File: src/rtl/clock_mode_controller.sv
// rtl/clock_mode_controller.sv - alarm clock mode/time-keeping controller
//
// Purpose: keeps time of day (hour:min:sec), holds an alarm time, lets the
// user edit clock and alarm fields with five buttons and sounds the buzzer
// when a tick-driven minute rollover lands on the alarm time.
//
// Optional feature: define CLOCK_SNOOZE_EN to add snooze (btn_u in RING
// re-arms the alarm SNOOZE_MIN minutes later). Without it, any button in
// RING silences the alarm.
//
// Ports:
//   clk           system clock, rising edge
//   rst           asynchronous active-low reset
//   tick_1hz      one-cycle pulse per second
//   btn_c/l/r/u/d debounced one-cycle button pulses (priority C>R>L>U>D)
//   disp_hour     displayed hour (0..23)
//   disp_min      displayed minute (0..59)
//   dp_blink_en   decimal point may blink (CLOCK, RING)
//   adj_led       one-hot field being edited {alm min, alm hour, min, hour}
//   adj_mode_led  high in any adjust state
//   buzzer        alarm sounding

module clock_mode_controller #(
    parameter int SEC_PER_MIN = 60,
    parameter int SNOOZE_MIN  = 5
) (
    input  logic       clk,
    input  logic       rst,
    input  logic       tick_1hz,
    input  logic       btn_c,
    input  logic       btn_l,
    input  logic       btn_r,
    input  logic       btn_u,
    input  logic       btn_d,
    output logic [4:0] disp_hour,
    output logic [5:0] disp_min,
    output logic       dp_blink_en,
    output logic [3:0] adj_led,
    output logic       adj_mode_led,
    output logic       buzzer
);

    localparam int SEC_W = (SEC_PER_MIN > 1) ? $clog2(SEC_PER_MIN) : 1;
    localparam logic [SEC_W-1:0] SEC_LAST = SEC_W'(SEC_PER_MIN - 1);

    if (SNOOZE_MIN < 1 || SNOOZE_MIN > 59) begin : g_bad_snooze
        $error("SNOOZE_MIN must be in 1..59");
    end

    typedef enum logic [2:0] {
        ST_CLOCK,
        ST_ADJ_CH,
        ST_ADJ_CM,
        ST_ADJ_AH,
        ST_ADJ_AM,
        ST_RING
    } state_t;

    typedef enum logic [2:0] {
        ACT_NONE,
        ACT_C,
        ACT_R,
        ACT_L,
        ACT_U,
        ACT_D
    } act_t;

    state_t           state_q, state_d;
    logic [SEC_W-1:0] sec_q, sec_d;
    logic [4:0]       hour_q, hour_d;
    logic [5:0]       min_q, min_d;
    logic [4:0]       alm_hour_q, alm_hour_d;
    logic [5:0]       alm_min_q, alm_min_d;

    act_t             act;
    logic [SEC_W-1:0] sec_adv;
    logic [4:0]       hour_adv;
    logic [5:0]       min_adv;
    logic             rollover;
    logic             alarm_hit;
    logic             fire;

    function automatic logic [4:0] hour_inc(input logic [4:0] h);
        return (h == 5'd23) ? 5'd0 : h + 5'd1;
    endfunction

    function automatic logic [4:0] hour_dec(input logic [4:0] h);
        return (h == 5'd0) ? 5'd23 : h - 5'd1;
    endfunction

    function automatic logic [5:0] min_inc(input logic [5:0] m);
        return (m == 6'd59) ? 6'd0 : m + 6'd1;
    endfunction

    function automatic logic [5:0] min_dec(input logic [5:0] m);
        return (m == 6'd0) ? 6'd59 : m - 6'd1;
    endfunction

    // Only the highest-priority button of a cycle is acted on.
    always_comb begin
        act = ACT_NONE;
        if (btn_c)      act = ACT_C;
        else if (btn_r) act = ACT_R;
        else if (btn_l) act = ACT_L;
        else if (btn_u) act = ACT_U;
        else if (btn_d) act = ACT_D;
    end

    // Time the clock would hold after this cycle if it is running.
    always_comb begin
        sec_adv  = sec_q;
        min_adv  = min_q;
        hour_adv = hour_q;
        rollover = 1'b0;
        if (tick_1hz) begin
            if (sec_q == SEC_LAST) begin
                sec_adv  = '0;
                rollover = 1'b1;
                min_adv  = min_inc(min_q);
                if (min_q == 6'd59) hour_adv = hour_inc(hour_q);
            end else begin
                sec_adv = sec_q + SEC_W'(1);
            end
        end
    end

    // Alarm only fires on a tick-driven rollover, never on a static match.
    assign alarm_hit = rollover && (hour_adv == alm_hour_q) && (min_adv == alm_min_q);

`ifdef CLOCK_SNOOZE_EN
    logic       snz_armed_q, snz_armed_d;
    logic [4:0] snz_hour_q, snz_hour_d;
    logic [5:0] snz_min_q, snz_min_d;
    logic [6:0] snz_sum;
    logic [4:0] snz_tgt_hour;
    logic [5:0] snz_tgt_min;

    // Snooze target = current hour:min + SNOOZE_MIN, wrapping the day.
    always_comb begin
        snz_sum      = {1'b0, min_q} + 7'(SNOOZE_MIN);
        snz_tgt_hour = hour_q;
        snz_tgt_min  = snz_sum[5:0];
        if (snz_sum >= 7'd60) begin
            snz_tgt_min  = 6'(snz_sum - 7'd60);
            snz_tgt_hour = hour_inc(hour_q);
        end
    end

    assign fire = alarm_hit ||
                  (snz_armed_q && rollover && (hour_adv == snz_hour_q) && (min_adv == snz_min_q));
`else
    assign fire = alarm_hit;
`endif

    always_comb begin
        state_d    = state_q;
        sec_d      = sec_q;
        hour_d     = hour_q;
        min_d      = min_q;
        alm_hour_d = alm_hour_q;
        alm_min_d  = alm_min_q;
`ifdef CLOCK_SNOOZE_EN
        snz_armed_d = snz_armed_q;
        snz_hour_d  = snz_hour_q;
        snz_min_d   = snz_min_q;
`endif
        case (state_q)
            ST_CLOCK: begin
                sec_d  = sec_adv;
                min_d  = min_adv;
                hour_d = hour_adv;
                // A tick arriving with btn_c still counts; its match is dropped.
                if (act == ACT_C) begin
                    state_d = ST_ADJ_CH;
`ifdef CLOCK_SNOOZE_EN
                    snz_armed_d = 1'b0;
`endif
                end else if (fire) begin
                    state_d = ST_RING;
`ifdef CLOCK_SNOOZE_EN
                    snz_armed_d = 1'b0;
`endif
                end
            end
            ST_RING: begin
                sec_d  = sec_adv;
                min_d  = min_adv;
                hour_d = hour_adv;
`ifdef CLOCK_SNOOZE_EN
                if (act == ACT_C) begin
                    state_d     = ST_CLOCK;
                    snz_armed_d = 1'b0;
                end else if (act == ACT_U) begin
                    state_d     = ST_CLOCK;
                    snz_armed_d = 1'b1;
                    snz_hour_d  = snz_tgt_hour;
                    snz_min_d   = snz_tgt_min;
                end
`else
                if (act != ACT_NONE) state_d = ST_CLOCK;
`endif
            end
            default: begin
`ifdef CLOCK_SNOOZE_EN
                snz_armed_d = 1'b0;
`endif
                case (act)
                    ACT_C: begin
                        state_d = ST_CLOCK;
                        sec_d   = '0;
                    end
                    ACT_R: begin
                        case (state_q)
                            ST_ADJ_CH: state_d = ST_ADJ_CM;
                            ST_ADJ_CM: state_d = ST_ADJ_AH;
                            ST_ADJ_AH: state_d = ST_ADJ_AM;
                            default:   state_d = ST_ADJ_CH;
                        endcase
                    end
                    ACT_L: begin
                        case (state_q)
                            ST_ADJ_CH: state_d = ST_ADJ_AM;
                            ST_ADJ_CM: state_d = ST_ADJ_CH;
                            ST_ADJ_AH: state_d = ST_ADJ_CM;
                            default:   state_d = ST_ADJ_AH;
                        endcase
                    end
                    ACT_U, ACT_D: begin
                        case (state_q)
                            ST_ADJ_CH: hour_d     = (act == ACT_U) ? hour_inc(hour_q) : hour_dec(hour_q);
                            ST_ADJ_CM: min_d      = (act == ACT_U) ? min_inc(min_q) : min_dec(min_q);
                            ST_ADJ_AH: alm_hour_d = (act == ACT_U) ? hour_inc(alm_hour_q) : hour_dec(alm_hour_q);
                            default:   alm_min_d  = (act == ACT_U) ? min_inc(alm_min_q) : min_dec(alm_min_q);
                        endcase
                    end
                    default: ;
                endcase
            end
        endcase
    end

    always_ff @(posedge clk or negedge rst) begin
        if (!rst) begin
            state_q    <= ST_CLOCK;
            sec_q      <= '0;
            hour_q     <= '0;
            min_q      <= '0;
            alm_hour_q <= '0;
            alm_min_q  <= '0;
        end else begin
            state_q    <= state_d;
            sec_q      <= sec_d;
            hour_q     <= hour_d;
            min_q      <= min_d;
            alm_hour_q <= alm_hour_d;
            alm_min_q  <= alm_min_d;
        end
    end

`ifdef CLOCK_SNOOZE_EN
    always_ff @(posedge clk or negedge rst) begin
        if (!rst) begin
            snz_armed_q <= 1'b0;
            snz_hour_q  <= '0;
            snz_min_q   <= '0;
        end else begin
            snz_armed_q <= snz_armed_d;
            snz_hour_q  <= snz_hour_d;
            snz_min_q   <= snz_min_d;
        end
    end
`endif

    // Moore outputs, decoded from registered state only.
    always_comb begin
        disp_hour    = hour_q;
        disp_min     = min_q;
        dp_blink_en  = 1'b0;
        adj_led      = 4'b0000;
        adj_mode_led = 1'b1;
        buzzer       = 1'b0;
        case (state_q)
            ST_CLOCK: begin
                dp_blink_en  = 1'b1;
                adj_mode_led = 1'b0;
            end
            ST_RING: begin
                dp_blink_en  = 1'b1;
                adj_mode_led = 1'b0;
                buzzer       = 1'b1;
            end
            ST_ADJ_CH: adj_led = 4'b0001;
            ST_ADJ_CM: adj_led = 4'b0010;
            ST_ADJ_AH: begin
                adj_led   = 4'b0100;
                disp_hour = alm_hour_q;
                disp_min  = alm_min_q;
            end
            default: begin
                adj_led   = 4'b1000;
                disp_hour = alm_hour_q;
                disp_min  = alm_min_q;
            end
        endcase
    end

endmodule

File: config.mk
export PLATFORM = sky130hd
export DESIGN_NAME = clock_mode_controller
export DESIGN_NICKNAME = d
export VERILOG_FILES = /design/src/rtl/clock_mode_controller.sv
export SDC_FILE = /design/constraint.sdc
export NUM_CORES = 1
export LEC_CHECK = 0
export CAP_MARGIN = 20
export CORE_MARGIN = 2
export CORE_UTILIZATION = 40
export DETAILED_ROUTE_END_ITERATION = 10
export SLEW_MARGIN = 20
export SYNTH_ARGS = -nofsm -noshare
export SYNTH_HDL_FRONTEND = slang
export SYNTH_SLANG_ARGS = --single-unit
File: constraint.sdc
create_clock -name clk -period 2.44 [get_ports clk]
set_input_delay 0.244 -clock clk [delete_from_list [all_inputs] [get_ports clk]]
set_output_delay 0.244 -clock clk [all_outputs]
set_load 0.005 [all_outputs]
# Yosys cells after proc, flatten, opt, wreduce, memory -nomap -nowiden
# Index checks and enable logic that the tools add are counted.
[word_totals] register_bits=31 output_inout_bits=18 word_cells=106
[classes] addsub=9 n_eq_ne=19 muxes=47 bitwise=2 n_reduce_logical=23
[op_table] operator="2-to-1 mux 6 bit" n=16
[op_table] operator="2-to-1 mux 5 bit" n=13
[op_table] operator="case mux 3 bit (3 select lines)" n=3
[op_table] operator="2-to-1 mux 3 bit" n=8
[op_table] operator="adder 6 x 1 -> 6 bit (second input constant)" n=3
[op_table] operator="equality test 6 bit (second input constant)" n=3
[op_table] operator="case mux 4 bit (4 select lines)" n=1
[op_table] operator="equality test 3 x 2 -> 1 bit (second input constant)" n=4
[op_table] operator="logical NOT 6 bit" n=2
[op_table] operator="subtractor 6 x 1 -> 6 bit (second input constant)" n=2
[op_table] operator="adder 5 x 1 -> 5 bit (second input constant)" n=2
[op_table] operator="equality test 5 bit (second input constant)" n=2
[op_table] operator="logical NOT 5 bit" n=2
[op_table] operator="subtractor 5 x 1 -> 5 bit (second input constant)" n=2
[op_table] operator="equality test 3 bit (second input constant)" n=3
[op_table] operator="AND reduction 3 bit" n=3
[op_table] operator="nonzero test 2 bit" n=4
[op_table] operator="equality test 3 x 1 -> 1 bit (second input constant)" n=2
[op_table] operator="equality test 6 bit" n=1
[op_table] operator="case mux 3 bit (2 select lines)" n=1
[op_table] operator="AND reduction 2 bit" n=3
[op_table] operator="equality test 5 bit" n=1
[op_table] operator="2-to-1 mux 1 bit" n=5
[op_table] operator="nonzero test 5 bit" n=1
[op_table] operator="other kinds (10)" n=13

# Depth between registers and ports, before layout
[depth] depth_word=11 depth_mapped=10 depth_no_buf=8

# Least setup slack after synthesis
# OpenSTA, ideal clock, no wires.
[synth_path] path_kind="register -> register" startpoint="register min_q[0]" endpoint="register state_q[2]" setup_time_ps=92 arrival_ps=2033 t_required_ps=2348 slack_ps=315 path_stages_with_launch=10 n_path_buf=1 path_cell_list="dfrtp_1 > buf_2 > inv_1 > ha_1 > xor2_1 > a2111oi_0 > o211ai_1 > nor4_2 > a41oi_1 > o31ai_2"
[synth_between] elab_chain_len=9 elab_cells_between_ends=14 classes_between="add/sub (1); eq/ne (4); mux (6); reduce/logical (3)"
[synth_rtl] item="start: declaration" line="71" rtl="logic [5:0] min_q, min_d;"
[synth_rtl] item="start signal: assignment" line="254" rtl="min_q <= min_d;"
[synth_rtl] item="parallel branches: the longest is 6 deep, another holds adder 6 x 1 -> 6 bit"
[synth_rtl] item="logical AND 1 bit (*)" line="128" rtl="assign alarm_hit = rollover && (hour_adv == alm_hour_q) && (min_adv == alm_min_q);"
[synth_rtl] item="!= test 3 bit (no source line) (*)"
[synth_rtl] item="AND reduction 3 bit (no source line) (*)"
[synth_rtl] item="end signal: assignment" line="251" rtl="state_q <= state_d;"
[synth_rtl] item="end: declaration" line="68" rtl="state_t state_q, state_d;"
# Mark *: on every way between the ends.
# A chain may end at the register's enable or synchronous reset.

# Worst setup path after layout
[layout_path] startpoint="register min_q[0]" endpoint="register state_q[0]"
# Same word-level chain as after synthesis.

==> flow_summary.ini <==
[run_status]
outcome = finished clean

[worst_setup_path]
timing.rr.end = state_q[0]
cp-start-kind = flip-flop
r2r_cells = 8
r2r_start = min_q[0]
r2r_setup_slack_ns = 0.04
crit_arrival_ns = 2.60
path_class = flip-flop to flip-flop
worstPathRequired_ns = 2.64
worst_setup_path_end_kind = flip-flop
crit_fanout = 6

[timing]
tightest_slew_ns = 0.565
finalCriticalPeriod_ns = 2.40
holdWs_ns = 0.346
skew_ns = 0.00791
hold_viol = 0
fin_ws_ns = 0.0380
finalCritPeriodShare = 0.984
tns_ns = 0
setup_viol = 0
fmaxAchievable_mhz = 416
maxSlewHeadroom = 0.621
slew_viol_final = 0
rsz0062_at_grt = yes

[yosys]
syn_inst = 394
async_flop_share = 1.00
yosys_warnings = 0
synth-edff-count = 0
synth_ff_type = dfrtp_1
ys_seq_area_frac = 0.254
synth_nets = 413
ys_seq_elements = 31
syn-cell-area_um2 = 3060
syn_area_per_cell_um2 = 7.76
synthDistinctLibCells = 67

[hold_path]
hold_class = input pin to async pin

[pwr]
clockPowerShare = 0.113
irDropWorstVdd_mv = 0.495
leakage_nw = 1.49
p_switching_mw = 1.85
power_switching_share = 0.476
p_seq_frac = 0.279
combPwrFrac = 0.608
power_density_nw_per_um2 = 1040
p_int_mw = 2.03
p_total_mw = 3.88

[detailed_routing]
routed_via_density = 6.04
dr_wl_met3_um = 506
drt_wl_total_um = 9260
routed.top_layer = met4
wl_per_cell_um = 17.5
antenna_left = 0
route.detailed.drc = 0
drtIter0Drc = 368
drt_pass1_iterations = 5
vias = 3202
wirelength_met1_um = 4320
wl_met2_um = 4140

[global_route]
grt_antenna_before_repair = 0
grt_max_degree = 32
grt_overflow_total = 0
grt_pass1_vias = 2828
grt_use_total = 0.216
grt_pass1_wl_um = 14600

[cts]
cts_sinks = 31
clkSlewWorstSetupHoldPaths_ns = 0.08
cts_tree = done
ctsHoldBuffers = 0
clockBufferDepth = 2
insertion_delay_ns = 0.30
cts_buffers = 5
root_buffer = clkbuf_8
htreeDepth = 2

[die]
die-height_um = 91.5
die_w_um = 91.5
initial_utilization = 0.417
die_area_um2 = 8360
placement_rows = 31
pin_count = 26
fp.coreArea_um2 = 7330

[cells_and_area]
post-route-util = 0.508
mostFrequentLayoutCells = nand2_1 (40), nor2_1 (34), o21ai_0 (33)
n_antenna_cell = 0
fill_cells = 701
drive_gt1_frac = 0.181
layout_commonest_cell = nand2_1
ff_latch_area_um2 = 782
multi_input_comb_area_um2 = 2180
syn2layout_area_growth_pct = 21.8
stdcell_area_um2 = 3730
fin_nets = 449
final_cells = 530

[placement]
preCtsSetupSlack_ns = -0.120
gp_congestion = 0.891
dp_cells = 514
io_buffers = 25
dp.final_hpwl_um = 6500
place_area_um2 = 3480

[job]
drv_cap = 0
==> per-layer routing <==
layer / up-vias / track usage
met2: 128 / 0.320
met5: - / 0
met3: 22 / 0.0266
met4: 0 / 0.0720
li1: 1523 / -
met1: 1529 / 0.323
==> worst max path at each step <==
stage,start,to,slack [ns],depth (start not counted)
after floorplan,min_q[0],state_q[2],0.32,9
after global placement,min_q[1],state_q[0],-0.22,8
after detailed placement,min_q[1],state_q[0],-0.12,8
after CTS,state_q[2],disp_min[2],0.02,5
after global routing,min_q[0],state_q[0],-0.07,8
final,min_q[0],state_q[0],0.04,8
==> critical path, stage by stage (launching register included) <==
cell and delay (ns):
dfrtp_2 0.44, ha_4 0.20, and4b_1 0.22, a21oi_2 0.08, a2111oi_4 0.34, o211ai_1 0.17, nor4_2 0.44, nand4_1 0.16
o31ai_1 0.25
==> flip-flops by register name, summed over array words and instances (netlist names) <==
name / flops
alm_hour_q: 5
min_q: 6
alm_min_q: 6
state_q: 3
hour_q: 5
sec_q: 6
==> area by class of cell <==
cell class,instances,share of cell area
inverters,11,0.0111
multi-input cells,323,0.585
clock inverters,3,0.00537
clock buffers,5,0.0185
repair buffers,58,0.137
well taps,99,0.0332
flip-flops and latches,31,0.210
==> cells in the mapped netlist, drive strengths merged (4+ instances only) <==
cell    number  area (um^2)
mux2         8         90.1
a31oi        6         37.5
ha          11          138
o31ai        8         65.1
o22ai        4         25.0
o211ai       7         62.6
nand3       10         50.1
nor2        35          134
xnor2        9         78.8
a21o         5         37.5
o21ai       36          180
or3          4         25.0
nand2       42          158
and2        11         68.8
dfrtp       31          776
xor2        10         87.6
a21oi       30          154
nor2b        6         37.5
buf         16          108
a22o         5         43.8
nor3         8         40.0
inv         11         41.3
nor4         5         37.5
nand4        5         31.3
a211oi       5         37.5
o41ai        4         61.3
and4b        4         40.0
clkbuf      13         50.0
==> logic make-up (layout without fill, tap and decap cells) <==
logic type	Yosys count	count (layout)	synth area share
compound gates	133	133	0.295
buf+inv	40	77	0.0650
fa+ha+maj	11	11	0.0450
flops	31	31	0.254
mux	10	10	0.0360
simple gates	150	150	0.251
xor+xnor	19	19	0.0544
==> power groups by stage <==
stage               Sequential [mW]  Clock, mW  Combinational (mW)
floorplan                     0.817          0                1.66
global placement               1.06          0                2.16
detailed placement             1.06          0                2.16
CTS                            1.05      0.445                2.18
global route                   1.12      0.464                2.60
finish                         1.08      0.440                2.36
==> timing repair <==
action,in CTS,in global routing
cloned,0,1
pin swaps,0,7
buffers inserted,0,7
endpoints found under the setup margin,2,12
gates resized for setup,4,22
(Power assumes the default switching activity.)
